==> config.mk <==
export PLATFORM = sky130hd
export DESIGN_NAME = vga_timing_gen_flat
export DESIGN_NICKNAME = d
export VERILOG_FILES = /design/src/rtl/vga_timing_gen_if.sv /design/src/rtl/vga_timing_gen.sv /design/src/flat_wrapper.sv
export SDC_FILE = /design/constraint.sdc
export NUM_CORES = 1
export LEC_CHECK = 0
export CAP_MARGIN = 30
export CORE_ASPECT_RATIO = 0.5
export CORE_UTILIZATION = 30
export CTS_CLUSTER_SIZE = 14
export DETAILED_ROUTE_END_ITERATION = 10
export PLACE_DENSITY = 0.57
export SYNTH_ARGS = -nofsm -noshare
export SYNTH_HDL_FRONTEND = slang
export SYNTH_SLANG_ARGS = --single-unit
==> constraint.sdc <==
create_clock -name i_clk -period 2.3 [get_ports i_clk]
set_clock_uncertainty 0.05 [all_clocks]
set_input_delay 0.345 -clock i_clk [delete_from_list [all_inputs] [get_ports i_clk]]
set_output_delay 0.345 -clock i_clk [all_outputs]
set_load 0.05 [all_outputs]
==> src/rtl/vga_timing_gen_if.sv <==
// -----------------------------------------------------------------------------
// vga_timing_gen_if
//
// Purpose : Bundles the raster timing outputs of vga_timing_gen so that the
//           generator and its consumers (PPU-to-VGA path, frame-synchronous
//           logic) share one connection.
//
// Parameters
//   CNT_W        coordinate width
//   FRAME_CNT_W  frame counter width (frame_cnt exists only when the macro
//                VGA_TIMING_FRAME_CNT_EN is defined)
//
// Signals (driven by the master = timing generator)
//   hsync, vsync    registered sync levels
//   en              registered display enable (lags x/y by one clk)
//   vblank          registered vertical blanking (lags y by one clk)
//   x, y            current raster counters
//   x_next, y_next  next raster position in scan order
//   pix_tick        high on the clk where the counters advance
//   line_start      one-clk pulse on the first clk of a new line
//   frame_start     one-clk pulse on the first clk of a new frame
//   frame_cnt       frame counter (VGA_TIMING_FRAME_CNT_EN only)
//
// Modports: master (generator), slave (consumer).
// -----------------------------------------------------------------------------
interface vga_timing_gen_if #(
   parameter int CNT_W       = 10,
   parameter int FRAME_CNT_W = 8
);
   logic             hsync;
   logic             vsync;
   logic             en;
   logic             vblank;
   logic [CNT_W-1:0] x;
   logic [CNT_W-1:0] y;
   logic [CNT_W-1:0] x_next;
   logic [CNT_W-1:0] y_next;
   logic             pix_tick;
   logic             line_start;
   logic             frame_start;

   if (FRAME_CNT_W < 1) begin : g_bad_frame_w
      $error("vga_timing_gen_if: FRAME_CNT_W must be >= 1");
   end

`ifdef VGA_TIMING_FRAME_CNT_EN
   logic [FRAME_CNT_W-1:0] frame_cnt;

   modport master (
      output hsync, vsync, en, vblank, x, y, x_next, y_next,
             pix_tick, line_start, frame_start, frame_cnt
   );
   modport slave (
      input  hsync, vsync, en, vblank, x, y, x_next, y_next,
             pix_tick, line_start, frame_start, frame_cnt
   );
`else
   modport master (
      output hsync, vsync, en, vblank, x, y, x_next, y_next,
             pix_tick, line_start, frame_start
   );
   modport slave (
      input  hsync, vsync, en, vblank, x, y, x_next, y_next,
             pix_tick, line_start, frame_start
   );
`endif
endinterface

==> src/rtl/vga_timing_gen.sv <==
// -----------------------------------------------------------------------------
// vga_timing_gen
//
// Purpose : Parametrised VGA-style raster timing generator. A clock divider
//           derives the pixel rate from i_clk; x/y counters walk the raster
//           and registered sync / enable / blanking / strobe outputs are
//           derived from them.
//
// Optional feature macro: VGA_TIMING_FRAME_CNT_EN
//   defined     -> o_vga.frame_cnt exists and counts frames modulo
//                  2^FRAME_CNT_W, stepping on the same edge frame_start rises
//   not defined -> no frame counter; everything else is identical
//
// Ports
//   i_clk   system clock
//   i_rst   synchronous active-high reset (priority over every event)
//   o_vga   vga_timing_gen_if.master:
//             hsync/vsync  registered, active level per HSYNC_POL/VSYNC_POL
//             en           registered, previous clock's (x,y) is visible
//             vblank       registered, previous clock's y >= V_DISP
//             x, y         current counters
//             x_next/y_next next position in scan order (combinational)
//             pix_tick     combinational, high when counters advance
//             line_start   registered pulse on first clk with new x==0
//             frame_start  registered pulse on first clk with new (0,0)
//             frame_cnt    frame count (macro only)
//
// Timing note: hsync, vsync, en and vblank lag x/y by exactly one clk, so
// downstream RGB logic must register its output once to stay aligned.
// -----------------------------------------------------------------------------
module vga_timing_gen #(
   parameter int H_DISP      = 640,
   parameter int H_FP        = 16,
   parameter int H_RT        = 96,
   parameter int H_BP        = 48,
   parameter int V_DISP      = 480,
   parameter int V_FP        = 10,
   parameter int V_RT        = 2,
   parameter int V_BP        = 33,
   parameter int CLK_DIV     = 2,
   parameter bit HSYNC_POL   = 1'b1,
   parameter bit VSYNC_POL   = 1'b1,
   parameter int CNT_W       = 10,
   parameter int FRAME_CNT_W = 8
) (
   input  logic             i_clk,
   input  logic             i_rst,
   vga_timing_gen_if.master o_vga
);

   localparam int H_TOTAL = H_DISP + H_FP + H_RT + H_BP;
   localparam int V_TOTAL = V_DISP + V_FP + V_RT + V_BP;
   localparam int DIV_W   = (CLK_DIV > 1) ? $clog2(CLK_DIV) : 1;

   localparam logic [DIV_W-1:0] DIV_MAX  = DIV_W'(CLK_DIV - 1);
   localparam logic [CNT_W-1:0] H_MAX    = CNT_W'(H_TOTAL - 1);
   localparam logic [CNT_W-1:0] V_MAX    = CNT_W'(V_TOTAL - 1);
   localparam logic [CNT_W-1:0] H_VIS    = CNT_W'(H_DISP);
   localparam logic [CNT_W-1:0] V_VIS    = CNT_W'(V_DISP);
   // Sync windows expressed as inclusive first/last so the upper bound never
   // needs a value of TOTAL, which may not fit in CNT_W.
   localparam logic [CNT_W-1:0] HS_FIRST = CNT_W'(H_DISP + H_FP);
   localparam logic [CNT_W-1:0] HS_LAST  = CNT_W'(H_DISP + H_FP + H_RT - 1);
   localparam logic [CNT_W-1:0] VS_FIRST = CNT_W'(V_DISP + V_FP);
   localparam logic [CNT_W-1:0] VS_LAST  = CNT_W'(V_DISP + V_FP + V_RT - 1);

   // Elaboration-time parameter sanity checks
   if (CLK_DIV < 1) begin : g_bad_div
      $error("vga_timing_gen: CLK_DIV must be >= 1");
   end
   if ((H_TOTAL > (1 << CNT_W)) || (V_TOTAL > (1 << CNT_W))) begin : g_bad_cnt_w
      $error("vga_timing_gen: CNT_W too narrow for H_TOTAL-1 / V_TOTAL-1");
   end
   if ((H_RT < 1) || (V_RT < 1) || (FRAME_CNT_W < 1)) begin : g_bad_widths
      $error("vga_timing_gen: H_RT, V_RT and FRAME_CNT_W must be >= 1");
   end

   // Registers
   logic [DIV_W-1:0] r_q_div;
   logic [CNT_W-1:0] r_x;
   logic [CNT_W-1:0] r_y;
   logic             r_hsync;
   logic             r_vsync;
   logic             r_en;
   logic             r_vblank;
   logic             r_line_start;
   logic             r_frame_start;

   // Combinational
   logic             w_pix_tick;
   logic             w_x_end;
   logic             w_y_end;
   logic             w_line_pulse;
   logic             w_frame_pulse;
   logic [CNT_W-1:0] w_x_next;
   logic [CNT_W-1:0] w_y_next;
   logic             w_hs_act;
   logic             w_vs_act;

   // With CLK_DIV=1 DIV_MAX is 0 and r_q_div stays 0, so pix_tick is constant 1.
   assign w_pix_tick    = (r_q_div == DIV_MAX);
   assign w_x_end       = (r_x == H_MAX);
   assign w_y_end       = (r_y == V_MAX);
   assign w_line_pulse  = w_pix_tick && w_x_end;
   assign w_frame_pulse = w_line_pulse && w_y_end;

   // Look-ahead position, independent of pix_tick
   assign w_x_next = w_x_end ? '0 : r_x + CNT_W'(1);
   assign w_y_next = w_x_end ? (w_y_end ? '0 : r_y + CNT_W'(1)) : r_y;

   assign w_hs_act = (r_x >= HS_FIRST) && (r_x <= HS_LAST);
   assign w_vs_act = (r_y >= VS_FIRST) && (r_y <= VS_LAST);

   always_ff @(posedge i_clk) begin
      if (i_rst) begin
         r_q_div       <= '0;
         r_x           <= '0;
         r_y           <= '0;
         r_hsync       <= ~HSYNC_POL;
         r_vsync       <= ~VSYNC_POL;
         r_en          <= 1'b0;
         r_vblank      <= 1'b0;
         r_line_start  <= 1'b0;
         r_frame_start <= 1'b0;
      end else begin
         r_q_div <= w_pix_tick ? '0 : r_q_div + DIV_W'(1);

         if (w_pix_tick) begin
            r_x <= w_x_end ? '0 : r_x + CNT_W'(1);
         end
         if (w_line_pulse) begin
            r_y <= w_y_end ? '0 : r_y + CNT_W'(1);
         end

         // Decoded from the pre-edge counters: one clk behind x/y
         r_hsync       <= w_hs_act ? HSYNC_POL : ~HSYNC_POL;
         r_vsync       <= w_vs_act ? VSYNC_POL : ~VSYNC_POL;
         r_en          <= (r_x < H_VIS) && (r_y < V_VIS);
         r_vblank      <= (r_y >= V_VIS);
         r_line_start  <= w_line_pulse;
         r_frame_start <= w_frame_pulse;
      end
   end

`ifdef VGA_TIMING_FRAME_CNT_EN
   logic [FRAME_CNT_W-1:0] r_frame_cnt;

   always_ff @(posedge i_clk) begin
      if (i_rst) begin
         r_frame_cnt <= '0;
      end else if (w_frame_pulse) begin
         r_frame_cnt <= r_frame_cnt + FRAME_CNT_W'(1);
      end
   end

   assign o_vga.frame_cnt = r_frame_cnt;
`endif

   assign o_vga.hsync       = r_hsync;
   assign o_vga.vsync       = r_vsync;
   assign o_vga.en          = r_en;
   assign o_vga.vblank      = r_vblank;
   assign o_vga.x           = r_x;
   assign o_vga.y           = r_y;
   assign o_vga.x_next      = w_x_next;
   assign o_vga.y_next      = w_y_next;
   assign o_vga.pix_tick    = w_pix_tick;
   assign o_vga.line_start  = r_line_start;
   assign o_vga.frame_start = r_frame_start;

endmodule

==> src/flat_wrapper.sv <==
// flat-port wrapper written by rule: the top's interface ports become plain ports
module vga_timing_gen_flat 
#(
   parameter int H_DISP      = 640,
   parameter int H_FP        = 16,
   parameter int H_RT        = 96,
   parameter int H_BP        = 48,
   parameter int V_DISP      = 480,
   parameter int V_FP        = 10,
   parameter int V_RT        = 2,
   parameter int V_BP        = 33,
   parameter int CLK_DIV     = 2,
   parameter bit HSYNC_POL   = 1'b1,
   parameter bit VSYNC_POL   = 1'b1,
   parameter int CNT_W       = 10,
   parameter int FRAME_CNT_W = 8
)
  (i_clk, i_rst, o_vga_hsync, o_vga_vsync, o_vga_en, o_vga_vblank, o_vga_x, o_vga_y, o_vga_x_next, o_vga_y_next, o_vga_pix_tick, o_vga_line_start, o_vga_frame_start);
  vga_timing_gen_if #(.CNT_W(CNT_W), .FRAME_CNT_W(FRAME_CNT_W)) o_vga_i ();
  input  logic i_clk;
  input  logic i_rst;
  output wire logic [$bits(o_vga_i.hsync)-1:0] o_vga_hsync;
  output wire logic [$bits(o_vga_i.vsync)-1:0] o_vga_vsync;
  output wire logic [$bits(o_vga_i.en)-1:0] o_vga_en;
  output wire logic [$bits(o_vga_i.vblank)-1:0] o_vga_vblank;
  output wire logic [$bits(o_vga_i.x)-1:0] o_vga_x;
  output wire logic [$bits(o_vga_i.y)-1:0] o_vga_y;
  output wire logic [$bits(o_vga_i.x_next)-1:0] o_vga_x_next;
  output wire logic [$bits(o_vga_i.y_next)-1:0] o_vga_y_next;
  output wire logic [$bits(o_vga_i.pix_tick)-1:0] o_vga_pix_tick;
  output wire logic [$bits(o_vga_i.line_start)-1:0] o_vga_line_start;
  output wire logic [$bits(o_vga_i.frame_start)-1:0] o_vga_frame_start;
  assign o_vga_hsync = o_vga_i.hsync;
  assign o_vga_vsync = o_vga_i.vsync;
  assign o_vga_en = o_vga_i.en;
  assign o_vga_vblank = o_vga_i.vblank;
  assign o_vga_x = o_vga_i.x;
  assign o_vga_y = o_vga_i.y;
  assign o_vga_x_next = o_vga_i.x_next;
  assign o_vga_y_next = o_vga_i.y_next;
  assign o_vga_pix_tick = o_vga_i.pix_tick;
  assign o_vga_line_start = o_vga_i.line_start;
  assign o_vga_frame_start = o_vga_i.frame_start;
  vga_timing_gen #(.H_DISP(H_DISP), .H_FP(H_FP), .H_RT(H_RT), .H_BP(H_BP), .V_DISP(V_DISP), .V_FP(V_FP), .V_RT(V_RT), .V_BP(V_BP), .CLK_DIV(CLK_DIV), .HSYNC_POL(HSYNC_POL), .VSYNC_POL(VSYNC_POL), .CNT_W(CNT_W), .FRAME_CNT_W(FRAME_CNT_W)) u_core (.i_clk(i_clk), .i_rst(i_rst), .o_vga(o_vga_i));
endmodule
### Word-level counts from Yosys, hierarchy flattened

Index checks and enable logic that the tools add are counted.

* register bits: 27
* bits in latches: 0
* RAM bits: 0
* memory bits (read-only): 0
* bits of input ports: 2
* output and inout port bits: 47
* word-level logic and storage cells: 32
* memories: 0

* $add $sub $neg: 3
* multipliers: 0
* div/mod/pow operators: 0
* order comparisons: 7
* eq/ne operators: 2
* shift-type cells: 0
* multiplexer cells: 5
* bitwise logic cells: 0
* reductions and logical operators: 6

Operators with widths (count)
* $mux 10: 3
* $add 10x1->10 const B: 2
* $eq 10x10->1 const B: 2
* $ge 10x9->1 const B: 2
* $ge 10x10->1 const B: 1
* $le 10x10->1 const B: 1
* $le 10x9->1 const B: 1
* $lt 10x10->1 const B: 1
* $lt 10x9->1 const B: 1
* $logic_and 1x1->1: 5
* $mux 1: 2
* $reduce_or 2->1: 1
* $add 1x1->1 const B: 1

### Longest topological paths before layout

* word-level depth: 3
* gate-level depth with buffers: 7
* gate-level depth less buffers: 6

### Worst setup path before layout

Ideal clock, no wire load.

* path type: reg2out
* from: register u_core.r_x[0] (netlist: u_core.o_vga.x[0])
* to: output port o_vga_y_next[2]
* arrival: 2.852 ns
* setup slack: -0.947 ns
* cell stages (with the launch flop): 8
* path buffers: 2
* cells stage by stage: dfxtp_1 -> ha_1 -> and4_1 -> buf_4 -> and3_1 -> buf_2 -> nand2_1 -> o21ai_0

* word-level cells in the longest chain between the ends: 2

RTL lines
* from (decl): RTL line vga_timing_gen.sv:80 `logic [CNT_W-1:0] r_x;`
* from (signal assigned): RTL line vga_timing_gen.sv:129 `r_x <= w_x_end ? '0 : r_x + CNT_W'(1);`
* $eq 10x10->1: RTL line vga_timing_gen.sv:102 `assign w_x_end = (r_x == H_MAX);`
* $mux 10: RTL line vga_timing_gen.sv:109 `assign w_y_next = w_x_end ? (w_y_end ? '0 : r_y + CNT_W'(1)) : r_y;`
* to (decl): RTL line flat_wrapper.sv:29 `output wire logic [$bits(o_vga_i.y_next)-1:0] o_vga_y_next;`

Every way passes these cells.

### Worst setup path after layout

* from: register u_core.r_y[0] (netlist: u_core.o_vga.y[0])
* to: output port o_vga_y_next[3]

* word-level cells in the longest chain between the ends: 3
* elaborated cells on any way between the ends: 4

RTL lines
* from (decl): RTL line vga_timing_gen.sv:81 `logic [CNT_W-1:0] r_y;`
* from (signal assigned): RTL line vga_timing_gen.sv:132 `r_y <= w_y_end ? '0 : r_y + CNT_W'(1);`
* $add 10x1->10 or $eq 10x10->1 (tied branches): RTL line vga_timing_gen.sv:109, vga_timing_gen.sv:103
* $mux 10 * (2 in a row): RTL line vga_timing_gen.sv:109

Every way passes the cells marked *; elsewhere a longest branch is shown, timed or not.

==> run_results.csv <==
group,metric,value,unit
cts,clkTransAtPathRegs,0.10,ns
route,vias,1721,
setup_path,startpoint,"u_core.o_vga.y[0]",
power_and_ir_drop,p_switching,296,uW
power_and_ir_drop,p_comb_share,19.4,%
route,wirelength,4760,um
synth,synth-seq-cells,27,
floorplanning,die_w,107,um
sta,setup_viol,0,
synth,synth_top_area_cell,"dfxtp_1",
grt,grt_pass1_wl,7790,um
cts,cts_tree,"done",
synth,synth_top_cells_by_area,"dfxtp_1 (33%), xor2_1 (5.3%), o21ai_0 (5.2%)",
grt,track_usage,17.3,%
sta,rsz0062_at_grt,"true",
placed_design,place_inst,325,
sta,finalCritPeriodShare,97.1,%
sta,timing.setup.tns,0,ns
placed_design,io_buffer_count,48,
setup_path,cp.required,1.90,ns
sta,slew-limit-headroom,66.2,%
hold_path,hold_path_class,"flop to flop",
cts,clk_latency,0.28,ns
power_and_ir_drop,pwr-share-seq,50.8,%
setup_path,arrival,1.84,ns
synth,ys.flop_type,"dfxtp_1",
placed_design,hpwl,3360,um
route,wl_per_cell,14.0,um
power_and_ir_drop,peakVddDrop,0.220,mV
setup_path,r2r-start,"u_core.o_vga.x[1]",
floorplanning,ioPinCount,49,
job,cap_violations,0,
floorplanning,rows,18,
placed_design,gp_congestion,0.819,
power_and_ir_drop,clkPwrFrac,29.8,%
final_layout,final_cell_area,0.00278,sq mm
hold_path,worstHoldStart,"u_core.o_vga.y[0]",
sta,hold_slack,0.460,ns
synth,synth.distinct_cells,44,
sta,drv_slew,0,
synth,synth-warning-count,0,
route,drc,0,
grt,grt-ovfl-total,0,
cts,htreeDepth,1,
synth,syn_nets,211,
setup_path,criticalPathCategory,"flop to output port",
outcome,outcome,"completed",
synth,yosysTopAreaCellShare,32.9,%
synth,synth_edf_count,0,
route,dr.first_iter.drc_count,32,
power_and_ir_drop,p_sw_share,30.6,%
synth,yosysSeqAreaShare,32.9,%
floorplanning,coreArea,0.00509,sq mm
final_layout,drive_gt1_share,37.9,%
floorplanning,design.die.area,0.00579,sq mm
cts,clkSinkCount,27,
floorplanning,die_y,54.3,um
route,detail-route-antenna-nets,0,
setup_path,crit_fanout,6,
power_and_ir_drop,p_per_area,346,mW/mm^2
cts,cts-buffers-inserted,3,
grt,grt_pass1_vias,1554,
floorplanning,start_util,32.3,%
final_layout,final_core_util,54.7,%
final_layout,final_nets,277,
cts,clockBufferDepth,2,
setup_path,worst_setup_path_start_kind,"flop",
final_layout,antenna_cells,0,
synth,syn_area_per_cell,8.05,sq um
sta,tightest_slew,0.505,ns
grt,antenna_found_initial,0,
setup_path,endpoint_kind,"output port",
grt,grt_max_degree,19,
sta,fmaxAchievable,448,MHz
final_layout,syn2layout_area_growth,69.5,%
cts,cts_root_buffer,"clkbuf_8",
synth,ys_async_sr_fraction,0,%
synth,synth_cells,204,
final_layout,stdcell_count,339,
route,drt-pass1-iter-count,4,
route,viasPerCell,5.08,
sta,period_needed,2.23,ns
placed_design,dpl-instance-area,0.00253,sq mm
synth,netlist_area,0.00164,sq mm
power_and_ir_drop,p_int,669,uW
power_and_ir_drop,leakagePower,0.00102,uW
sta,finalHoldViolations,0,
## cells by family (layout without fill, tap and decap cells)
kind of cell               Yosys count  in the layout  synth area share, %
and+or+nand+nor                     93             94                 34.6
adders and majority gates            5              5                 3.81
DFF                                 27             27                 32.9
buffers and inverters               22             86                 6.17
xor gates and xnor gates            14             14                 7.47
AOI/OAI and AO/OA                   43             43                 15.0
## metal layers
metal  track usage (%)  part of all wire [%]  up-vias
met2              29.1                    45       31
met3              2.74                   2.8        2
met4              2.97                  0.57        0
met1              24.1                    51      817
met5                 0                     0        -
li1                  -                     -      871
## registers in the layout, summed over array words and instances (netlist names)
signal	flops
u_core.o_vga.frame_start	1
u_core.o_vga.line_start	1
u_core.o_vga.vblank	1
u_core.o_vga.en	1
u_core.o_vga.vsync	1
u_core.o_vga.hsync	1
u_core.o_vga.x	10
u_core.o_vga.y	10
u_core.o_vga.pix_tick	1
## cell usage after synthesis, types with 5 or more instances
| cell type | n |
|---|---|
| nand2_1 | 18 |
| dfxtp_1 | 27 |
| clkbuf_1 | 6 |
| buf_2 | 5 |
| a21oi_1 | 13 |
| inv_1 | 7 |
| o21ai_0 | 17 |
| xor2_1 | 10 |
| nand3_1 | 13 |
| ha_1 | 5 |
| nand4_1 | 7 |
| nor2_1 | 15 |
## power by group through the flow
stage	sequential (uW)	clock, uW	combinational, uW
after floorplan	540	0	77.5
after global placement	503	0	180
after detailed placement	504	0	180
after CTS	491	289	187
after global routing	492	310	198
final	490	287	187
## placed cells by master, fill, tap and decap left out, types with 11 or more instances in the layout
| cell type | netlist | layout |
|---|---|---|
| a21oi_1 | 13 | 13 |
| buf_12 | 0 | 15 |
| buf_4 | 3 | 32 |
| clkdlybuf4s50_1 | 0 | 27 |
| dfxtp_1 | 27 | 14 |
| nand2_1 | 18 | 17 |
| nand3_1 | 13 | 11 |
| nor2_1 | 15 | 11 |
| o21ai_0 | 17 | 11 |
## worst max-delay path, stage by stage (launching register included)
cell     delay, ns
dfxtp_4       0.38
inv_2         0.08
ha_4          0.13
nor4b_4       0.28
a31oi_1       0.16
o21ai_1       0.24
o31ai_4       0.12
buf_12        0.16
## area by class of cell
| cell class | count | area (sq um) |
|---|---|---|
| Clock buffer | 4 | 45.0 |
| Fill cell | 467 | 2310 |
| Inverter | 7 | 26.3 |
| Multi-Input combinational cell | 156 | 1230 |
| Sequential cell | 27 | 572 |
| Tap cell | 70 | 87.6 |
| Timing Repair Buffer | 75 | 822 |
## metrics by stage
| step | worst slack, ns | total power (uW) |
|---|---|---|
| 6_report | 0.0678 | 964 |
| 5_1_grt | -0.0274 | 1000 |
| 4_1_cts | 0.00779 | 966 |
| 3_5_place_dp | -0.0754 | 684 |
| 3_3_place_gp | -0.0184 | 683 |
| 2_1_floorplan | -0.0778 | 618 |
## repair_timing
item	4_1_cts	5_1_grt
pin swaps	7	7
cloned	1	0
hold buffers	0	0
endpoints found under the setup margin	11	10
buffers inserted	4	5
resized for setup	20	12
## path summary, 6_finish.rpt
path,to,slack (ns),depth (start not counted)
worst max-delay path,o_vga_y_next[3],0.07,7
worst min-delay path,u_core.o_vga.y[0],0.46,2
worst max register to register,u_core.o_vga.y[4],0.37,6
worst min register to register,u_core.o_vga.y[0],0.46,2
(Power assumes the default switching activity.)
